<file path="config.mk">
export PLATFORM = sky130hd
export DESIGN_NAME = branch_redirect
export DESIGN_NICKNAME = d
export VERILOG_FILES = /design/src/rtl/branch_redirect.sv
export SDC_FILE = /design/constraint.sdc
export NUM_CORES = 1
export LEC_CHECK = 0
export CAP_MARGIN = 20
export CORE_ASPECT_RATIO = 0.7
export CORE_MARGIN = 3
export CORE_UTILIZATION = 62
export DETAILED_ROUTE_END_ITERATION = 10
export DONT_BUFFER_PORTS = 1
export PLACE_DENSITY = 0.75
export SLEW_MARGIN = 15
export SYNTH_ARGS = -nofsm -noshare
export SYNTH_HDL_FRONTEND = slang
export SYNTH_SLANG_ARGS = --single-unit
</file>
<file path="constraint.sdc">
create_clock -name clk -period 1.35 [get_ports clk]
set_clock_uncertainty 0.1 [all_clocks]
set_input_delay 0.405 -clock clk [delete_from_list [all_inputs] [get_ports clk]]
set_output_delay 0.405 -clock clk [all_outputs]
set_load 0.05 [all_outputs]
</file>
<file path="src/rtl/branch_redirect.sv">
// Execute-side redirect controller: merges taken branches and exception redirects into one buffered fetch redirect.
// Latency: one cycle from accept to fetch_redirect_valid/flush_younger; backpressure via fetch_redirect_ready stalls execute.
module branch_redirect #(
    parameter int PC_W  = 32,
    parameter int GEN_W = 2
) (
    input  logic             clk,
    input  logic             reset_n,
    input  logic             exe_valid,
    input  logic             exe_branch_taken,
    input  logic [PC_W-1:0]  exe_target,
    input  logic             exc_valid,
    input  logic [PC_W-1:0]  exc_vector,
    output logic             fetch_redirect_valid,
    output logic [PC_W-1:0]  fetch_redirect_pc,
    input  logic             fetch_redirect_ready,
    output logic [GEN_W-1:0] fetch_redirect_gen,
    output logic             flush_younger,
    output logic             exe_stall
);

    typedef enum logic {
        IDLE = 1'b0,
        PEND = 1'b1
    } state_t;

    localparam logic [PC_W-1:0] ALIGN_MASK = ~PC_W'(3);

    state_t           state_q, state_d;
    logic [PC_W-1:0]  pc_q, pc_d;
    logic [GEN_W-1:0] gen_q, gen_d;
    logic             flush_q, flush_d;
    logic             br_req;
    logic             br_acc;
    logic             load;

    always_ff @(posedge clk or negedge reset_n) begin
        if (!reset_n) begin
            state_q <= IDLE;
            pc_q    <= '0;
            gen_q   <= '0;
            flush_q <= 1'b0;
        end else begin
            state_q <= state_d;
            pc_q    <= pc_d;
            gen_q   <= gen_d;
            flush_q <= flush_d;
        end
    end

    always_comb begin
        state_d = state_q;
        pc_d    = pc_q;
        gen_d   = gen_q;
        flush_d = 1'b0;
        // The instruction in execute during a flush cycle is younger than the redirect, so it is ignored.
        br_req  = exe_valid && exe_branch_taken && !flush_q;
        br_acc  = br_req && !exc_valid && ((state_q == IDLE) || fetch_redirect_ready);
        load    = exc_valid || br_acc;
        if (load) begin
            // An exception overwrites any pending redirect whether or not fetch took it.
            state_d = PEND;
            pc_d    = exc_valid ? (exc_vector & ALIGN_MASK) : (exe_target & ALIGN_MASK);
            gen_d   = gen_q + GEN_W'(1);
            flush_d = 1'b1;
        end else if ((state_q == PEND) && fetch_redirect_ready) begin
            state_d = IDLE;
        end
    end

    assign fetch_redirect_valid = (state_q == PEND);
    assign fetch_redirect_pc    = pc_q;
    assign fetch_redirect_gen   = gen_q;
    assign flush_younger        = flush_q;
    assign exe_stall            = (state_q == PEND) && !fetch_redirect_ready && br_req;

endmodule

</file>
==> flow_metrics.tcl, run 1 <==
set metrics [dict create \
    crit_chain "buf_4, buf_6, and3b_4, buf_4, buf_6, a31oi_1, a21oi_1" \
    fin_nets 280 \
    clk-insertion-delay-late_ns 0.29 \
    path_clk_slew_ns 0.07 \
    final_common_cell "nor2b_1" \
    grt_pass1_wl_mm 7.76 \
    end_kind "flip-flop" \
    critPathKind "flip-flop to flip-flop" \
    avgViaCountPerCell 7.13 \
    fin_area_um2 2410 \
    yosys_warnings 0 \
    grt_util_met3_pct 7.80 \
    final-setup-viol-count 44 \
    p_leak_nw 0.919 \
    internal-power_mw 2.05 \
    met1_usage_pct 33.6 \
    dp_hpwl_mm 3.00 \
    io_pins 107 \
    ys_seq_area_share_pct 48.1 \
    dr.pass1.iters 5 \
    rsz0062_at_grt "yes" \
    maxCapViolations 0 \
    synth_cell_type_count 22 \
    power_density_nw_per_um2 1370 \
    gp_congestion 0.781 \
    grt_usage_pct 28.8 \
    postSynthCellCount 189 \
    peakVddDrop_uv 1000 \
    grt_max_degree 64 \
    syn_to_final_growth_pct 36.2 \
    start_util_pct 68.3 \
    path_max_fanout 6 \
    h-tree-depth 2 \
    sw_frac_of_total_pct 37.8 \
    antenna_cells 0 \
    grt_pass1_vias 1558 \
    antenna_found_initial 0 \
    pwr-share-seq_pct 46.0 \
    final.setup.tns_ns -12.89 \
    avgSynthCellArea_um2 9.35 \
    cp.arrival_ns 1.94 \
    crit_path_top_delay_cell "and3b_4" \
    cp-start-kind "flip-flop" \
    netlist_area_um2 1770 \
    totalWireLength_mm 6.36 \
    via_count 1747 \
    synth-async-reset-ratio_pct 100 \
    period_minus_slack_ns 1.85 \
    cts_tree "yes" \
    port-buffer-count 0 \
    die_y_um 50.7 \
    grt-ovfl-total 0 \
    root_buffer "clkbuf_8" \
    die_x_um 69.8 \
    cts_sinks 34 \
    drt_iter0_drc 157 \
    fin_crit_sh_pct 137 \
    hold_viol 0 \
    worstPathRequired_ns 1.44 \
    slowest_delay_ns 0.43 \
    fin_util_pct 92.9 \
    drc_errors 0 \
    worstHoldPathType "input pin to flip-flop" \
    power_mw 3.30 \
    drive_above_1_share_pct 38.4 \
    clkPwrFrac_pct 26.7 \
    numCtsBuffers 5 \
    final_antenna_net_count 0 \
    use_met2_pct 49.7 \
    clockBufferDepth 2 \
    max_freq_mhz 540 \
    row_count 15 \
    busiest_layer "met2" \
    switching_power_mw 1.25 \
    drv_slew 0 \
    worst_hold_slack_ns 0.146 \
    core_um2 2590 \
    comb_power_share_pct 27.3 \
    ys.flop_type "dfrtp_1" \
    violations "setup timing" \
    die_area_um2 3540 \
    wl_per_cell_um 25.9 \
    status "finished with violations" \
    final.setup.worst_slack_ns -0.502 \
    dpl_cell_area_um2 1870 \
    synth_edf_count 0 \
    ys_ff_latch 34 \
    layout_common_cells "nor2b_1 (30), a21oi_1 (25), a31oi_1 (23)" \
]
power groups by stage:
stage	logic (mW)	clock network, mW	registers, mW
floorplan	0.310	0	1.68
global placement	0.641	0	1.50
detailed placement	0.662	0	1.51
CTS	0.776	0.867	1.50
global route	0.940	0.955	1.53
finish	0.900	0.882	1.52
stage by stage:
step                instances  worst slack, ns
global placement          225          -0.0709
floorplan                 190           -0.341
global route              245           -0.570
finish                    245           -0.502
detailed placement        225           -0.155
CTS                       240           -0.376
worst paths after layout:
| path | from | end | slack (ns) | depth (start not counted) |
|---|---|---|---|---|
| min | exc_valid | flush_younger$_DFF_PN0_ | 0.15 | 1 |
| min reg2reg | fetch_redirect_pc[31]$_DFFE_PN0P_ | fetch_redirect_pc[31]$_DFFE_PN0P_ | 0.48 | 2 |
| max | flush_younger$_DFF_PN0_ | fetch_redirect_pc[20]$_DFFE_PN0P_ | -0.50 | 7 |
| max reg2reg | flush_younger$_DFF_PN0_ | fetch_redirect_pc[20]$_DFFE_PN0P_ | -0.50 | 7 |
| max in group asynchronous | reset_n | fetch_redirect_pc[2]$_DFFE_PN0P_ | 0.49 | 2 |
| min in group asynchronous | reset_n | fetch_redirect_gen[1]$_DFFE_PN0P_ | 0.46 | 2 |
flip-flops by register name (all words and copies together) (netlist names):
signal and cells:
fetch_redirect_pc 30, fetch_redirect_gen 2, fetch_redirect_valid 1, flush_younger 1
repair_timing:
action / in CTS / in global routing
hold buffers: 2 / 0
buffers inserted: 4 / 1
gates cloned: 1 / 4
setup endpoints to repair: 62 / 48
endpoints found under the hold margin: 34 / 0
pin swaps: 1 / 12
gates resized for setup: 42 / 31
routing by layer:
metal  part of all wire, %  vias up
met4                   4.4        0
met2                    49      172
met1                    34      827
met5                     0        -
met3                    13       31
li1                      -      717
critical path, delay by kind of cell (launching register included):
kind                   cells  cell delay (ns)
buffers and inverters      4             0.50
AND/OR/NAND/NOR            1             0.43
AO/OA/AOI/OAI              2             0.30
flip-flops                 1             0.42
layout make-up:
| type | instances | area (µm²) |
|---|---|---|
| fill | 83 | 183 |
| timing repair buffer | 36 | 490 |
| tap | 34 | 42.5 |
| sequential | 34 | 878 |
| clock buffer | 8 | 110 |
| multi-input combinational | 133 | 886 |
cell families (layout without fill, tap and decap cells):
family / after synthesis / in the layout / synth area share, %
AOI/OAI and AO/OA: 92 / 92 / 28.4
and+or+nand+nor: 37 / 37 / 13.2
DFF: 34 / 34 / 48.1
buffers and inverters: 23 / 44 / 9.13
xor gates and xnor gates: 2 / 2 / 0.991
other: 1 / 2 / 0.212
cell usage after synthesis (2+ instances only):
cell type  number  area, µm²
dfrtp_1        34        851
a31oi_1        31        194
nor2b_1        31        194
a21oi_1        30        150
o21ai_0        20        100
o21ai_1        10       50.1
buf_2           8       40.0
buf_6           6       67.6
clkbuf_1        5       18.8
buf_4           2       15.0
No activity file was read; power rests on OpenSTA's default activity.
==> inputs of run 2 (changes only) <==
Settings changed: ABC_CLOCK_PERIOD_IN_PS from default to 1350, HOLD_SLACK_MARGIN from default to 0.15.
==> run 2 against run 1 <==
The flow now stops in 5_1_grt. Synthesized cell count stayed put. Area after synthesis stayed put.
==> flow_metrics.tcl, run 2 <==
set metrics [dict create \
    synth.most_common_cell "dfrtp_1" \
    worst_endpoint_kind "top-level output" \
    port-buffer-count 0 \
    synth_common_cells "dfrtp_1 (34), a31oi_1 (31), nor2b_1 (31), a21oi_1 (30), o21ai_0 (20)" \
    die_y_um 50.7 \
    yosys.area.top_type_share_pct 48.1 \
    crit_endpoint "exe_stall" \
    die_x_um 69.8 \
    netlist_area_um2 1770 \
    root_buffer "clkbuf_8" \
    start_util_pct 68.3 \
    status "stopped before the end" \
    error_line "[ERROR DPL-0033] detailed placement checks failed during check placement." \
    ys_top_cells_by_area "dfrtp_1 (48%), a31oi_1 (11%), nor2b_1 (11%), a21oi_1 (8.5%), o21ai_0 (5.7%)" \
    synth_edf_count 0 \
    h-tree-depth 2 \
    ys_ff_latch 34 \
    dp_hpwl_mm 3.00 \
    postSynthCellCount 189 \
    numCtsBuffers 5 \
    grt_max_degree 64 \
    row_count 15 \
    synth-async-reset-ratio_pct 100 \
    antenna_found_initial 0 \
    avgSynthCellArea_um2 9.35 \
    stop_stage "5_1_grt" \
    pre_cts_slack_ns -0.155 \
    yosys_warnings 0 \
    yosysTopAreaCell "dfrtp_1" \
    clockBufferDepth 2 \
    synth_cell_type_count 22 \
    cts_sinks 34 \
    ys_seq_area_share_pct 48.1 \
    io_pins 107 \
    ys.flop_type "dfrtp_1" \
    gp_congestion 0.781 \
]
## run 2: cell families after synthesis
logic type	synth area share, %
xor+xnor	0.991
other cells	0.212
simple gates	13.2
flops	48.1
compound gates	28.4
buf+inv	9.13
## run 2: metrics by stage
stage	utilization [%]	cell area, µm²	setup TNS (ns)	hold WS [ns]	std cells
after floorplan	-	1790	-1.29	0.00941	190
after global placement	72.2	1870	-0.284	0.0101	225
after detailed placement	72.2	1870	-2.00	0.0101	225
after CTS	84.1	2180	-6.64	0.158	241
## run 2: repair_timing
item | CTS
endpoints found under the hold margin | 35
pin swaps | 1
hold buffers | 3
resized for setup | 42
setup endpoints to repair | 62
gates cloned | 1
setup buffers | 4
==> inputs of run 3 (changes only) <==
Settings changed: CORE_ASPECT_RATIO 0.7 to default, CORE_UTILIZATION 62 to 40, HOLD_SLACK_MARGIN 0.15 to default, PLACE_DENSITY 0.75 to default, PLACE_DENSITY_LB_ADDON from default to 0.15.
==> run 3 against run 2 <==
The flow now finishes, with violations (setup timing).
==> flow_metrics.tcl, run 3 (synthesis results as in run 1) <==
set metrics [dict create \
    layout_common_cells "nor2b_1 (30), a31oi_4 (21), dfrtp_2 (21)" \
    place_inst 241 \
    rsz0062_at_grt "yes" \
    end_kind "output port" \
    worst_hold_slack_ns 0.155 \
    root_buffer "clkbuf_8" \
    path_clk_slew_ns 0.07 \
    drc_errors 0 \
    cp-start-kind "flip-flop" \
    final.setup.worst_slack_ns -0.352 \
    grt_max_degree 64 \
    p_leak_nw 0.919 \
    grt-ovfl-total 0 \
    gp_congestion 0.724 \
    core_um2 4140 \
    antenna_found_initial 0 \
    drv_slew 0 \
    dp_hpwl_mm 3.26 \
    syn_to_final_growth_pct 51.1 \
    avgViaCountPerCell 5.89 \
    cts_sinks 34 \
    final_antenna_net_count 0 \
    path_max_fanout 2 \
    status "finished with violations" \
    final-setup-viol-count 37 \
    max_freq_mhz 587 \
    hold_depth 1 \
    rrSetupSlack_ns -0.34 \
    worstPathRequired_ns 0.85 \
    peakVddDrop_uv 842 \
    violations "setup timing" \
    via_count 1538 \
    largest_register_ffs 30 \
    antenna_cells 0 \
    drive_above_1_share_pct 49.3 \
    critPathKind "flip-flop to output port" \
    hold_viol 0 \
    min_from "exc_valid" \
    fin_crit_sh_pct 126 \
    row_count 23 \
    maxCapViolations 0 \
    holdPathEnd "fetch_redirect_valid$_DFFE_PN0P_" \
    h-tree-depth 2 \
    final_common_cell "nor2b_1" \
    cts_tree "yes" \
    clockBufferDepth 2 \
    die_x_um 72.5 \
    drt_iter0_drc 58 \
    rr_worst_depth 6 \
    clk-insertion-delay-late_ns 0.28 \
    port-buffer-count 0 \
    grt_pass1_wl_mm 7.61 \
    grt_usage_pct 18.6 \
    die_y_um 72.5 \
    worstHoldPathType "input pin to flip-flop" \
    fin_util_pct 64.5 \
    fin_nets 280 \
    grt_pass1_vias 1497 \
    totalWireLength_mm 5.33 \
    n_fill_cell 315 \
    power_density_nw_per_um2 1180 \
    fin_cells 261 \
    start_util_pct 42.7 \
    wl_per_cell_um 20.4 \
    r2r-start "flush_younger$_DFF_PN0_" \
    final.setup.tns_ns -10.23 \
    dr.pass1.iters 4 \
    die_area_um2 5250 \
    r2r-end "fetch_redirect_gen[0]$_DFFE_PN0P_" \
    period_minus_slack_ns 1.70 \
    cp.arrival_ns 1.20 \
    io_pins 107 \
    numCtsBuffers 5 \
]
[run 3: worst max-delay path by stage]
stage / start / endpoint / slack (ns) / depth (start not counted)
finish: flush_younger$_DFF_PN0_ / exe_stall / -0.35 / 3
global route: flush_younger$_DFF_PN0_ / exe_stall / -0.44 / 3
CTS: flush_younger$_DFF_PN0_ / exe_stall / -0.39 / 3
detailed placement: flush_younger$_DFF_PN0_ / exe_stall / -0.14 / 3
global placement: flush_younger$_DFF_PN0_ / exe_stall / -0.12 / 3
floorplan: flush_younger$_DFF_PN0_ / exe_stall / -0.34 / 3
[run 3: repair_timing]
item,CTS,global route
pin swaps,2,23
hold buffers,2,0
hold endpoints to repair,34,0
gates resized for setup,46,67
endpoints found under the setup margin,61,50
setup buffers,6,2
gates cloned,1,2
[run 3: cell type report]
cell class                 instances  area, µm²  area share [%]
clock buffer                       8       80.1            3.00
multi-input combinational        133       1160            43.4
sequential                        34        877            32.8
tap                               50       62.6            2.34
timing repair buffer              36        492            18.4
[run 3: power breakdown]
group / switching (mW) / internal [mW]
clock network: 0.334 / 0.366
registers: 0.346 / 1.16
logic: 0.536 / 0.418
[run 3: metrics by stage]
step / worst slack, ns / power, mW / instance area, µm²
5_1_grt: -0.438 / 3.29 / 2670
4_1_cts: -0.386 / 3.03 / 2200
2_1_floorplan: -0.341 / 1.99 / 1790
6_report: -0.352 / 3.16 / 2670
3_3_place_gp: -0.124 / 2.16 / 1900
3_5_place_dp: -0.136 / 2.19 / 1900
[run 3: layer usage]
| metal | wire length (µm) | share of wire [%] | vias to the layer above | GRT usage (%) |
|---|---|---|---|---|
| li1 | - | - | 720 | - |
| met1 | 2140 | 40 | 747 | 22.5 |
| met2 | 2740 | 51 | 65 | 30.8 |
| met3 | 394 | 7.4 | 6 | 7.62 |
| met4 | 57 | 1.1 | 0 | 4.51 |
| met5 | 0 | 0 | - | 0 |
[run 3: worst max-delay path, stage by stage (launching register included)]
cell      delay [ns]
dfrtp_2         0.39
nand3b_1        0.24
nor2_4          0.13
buf_8           0.15
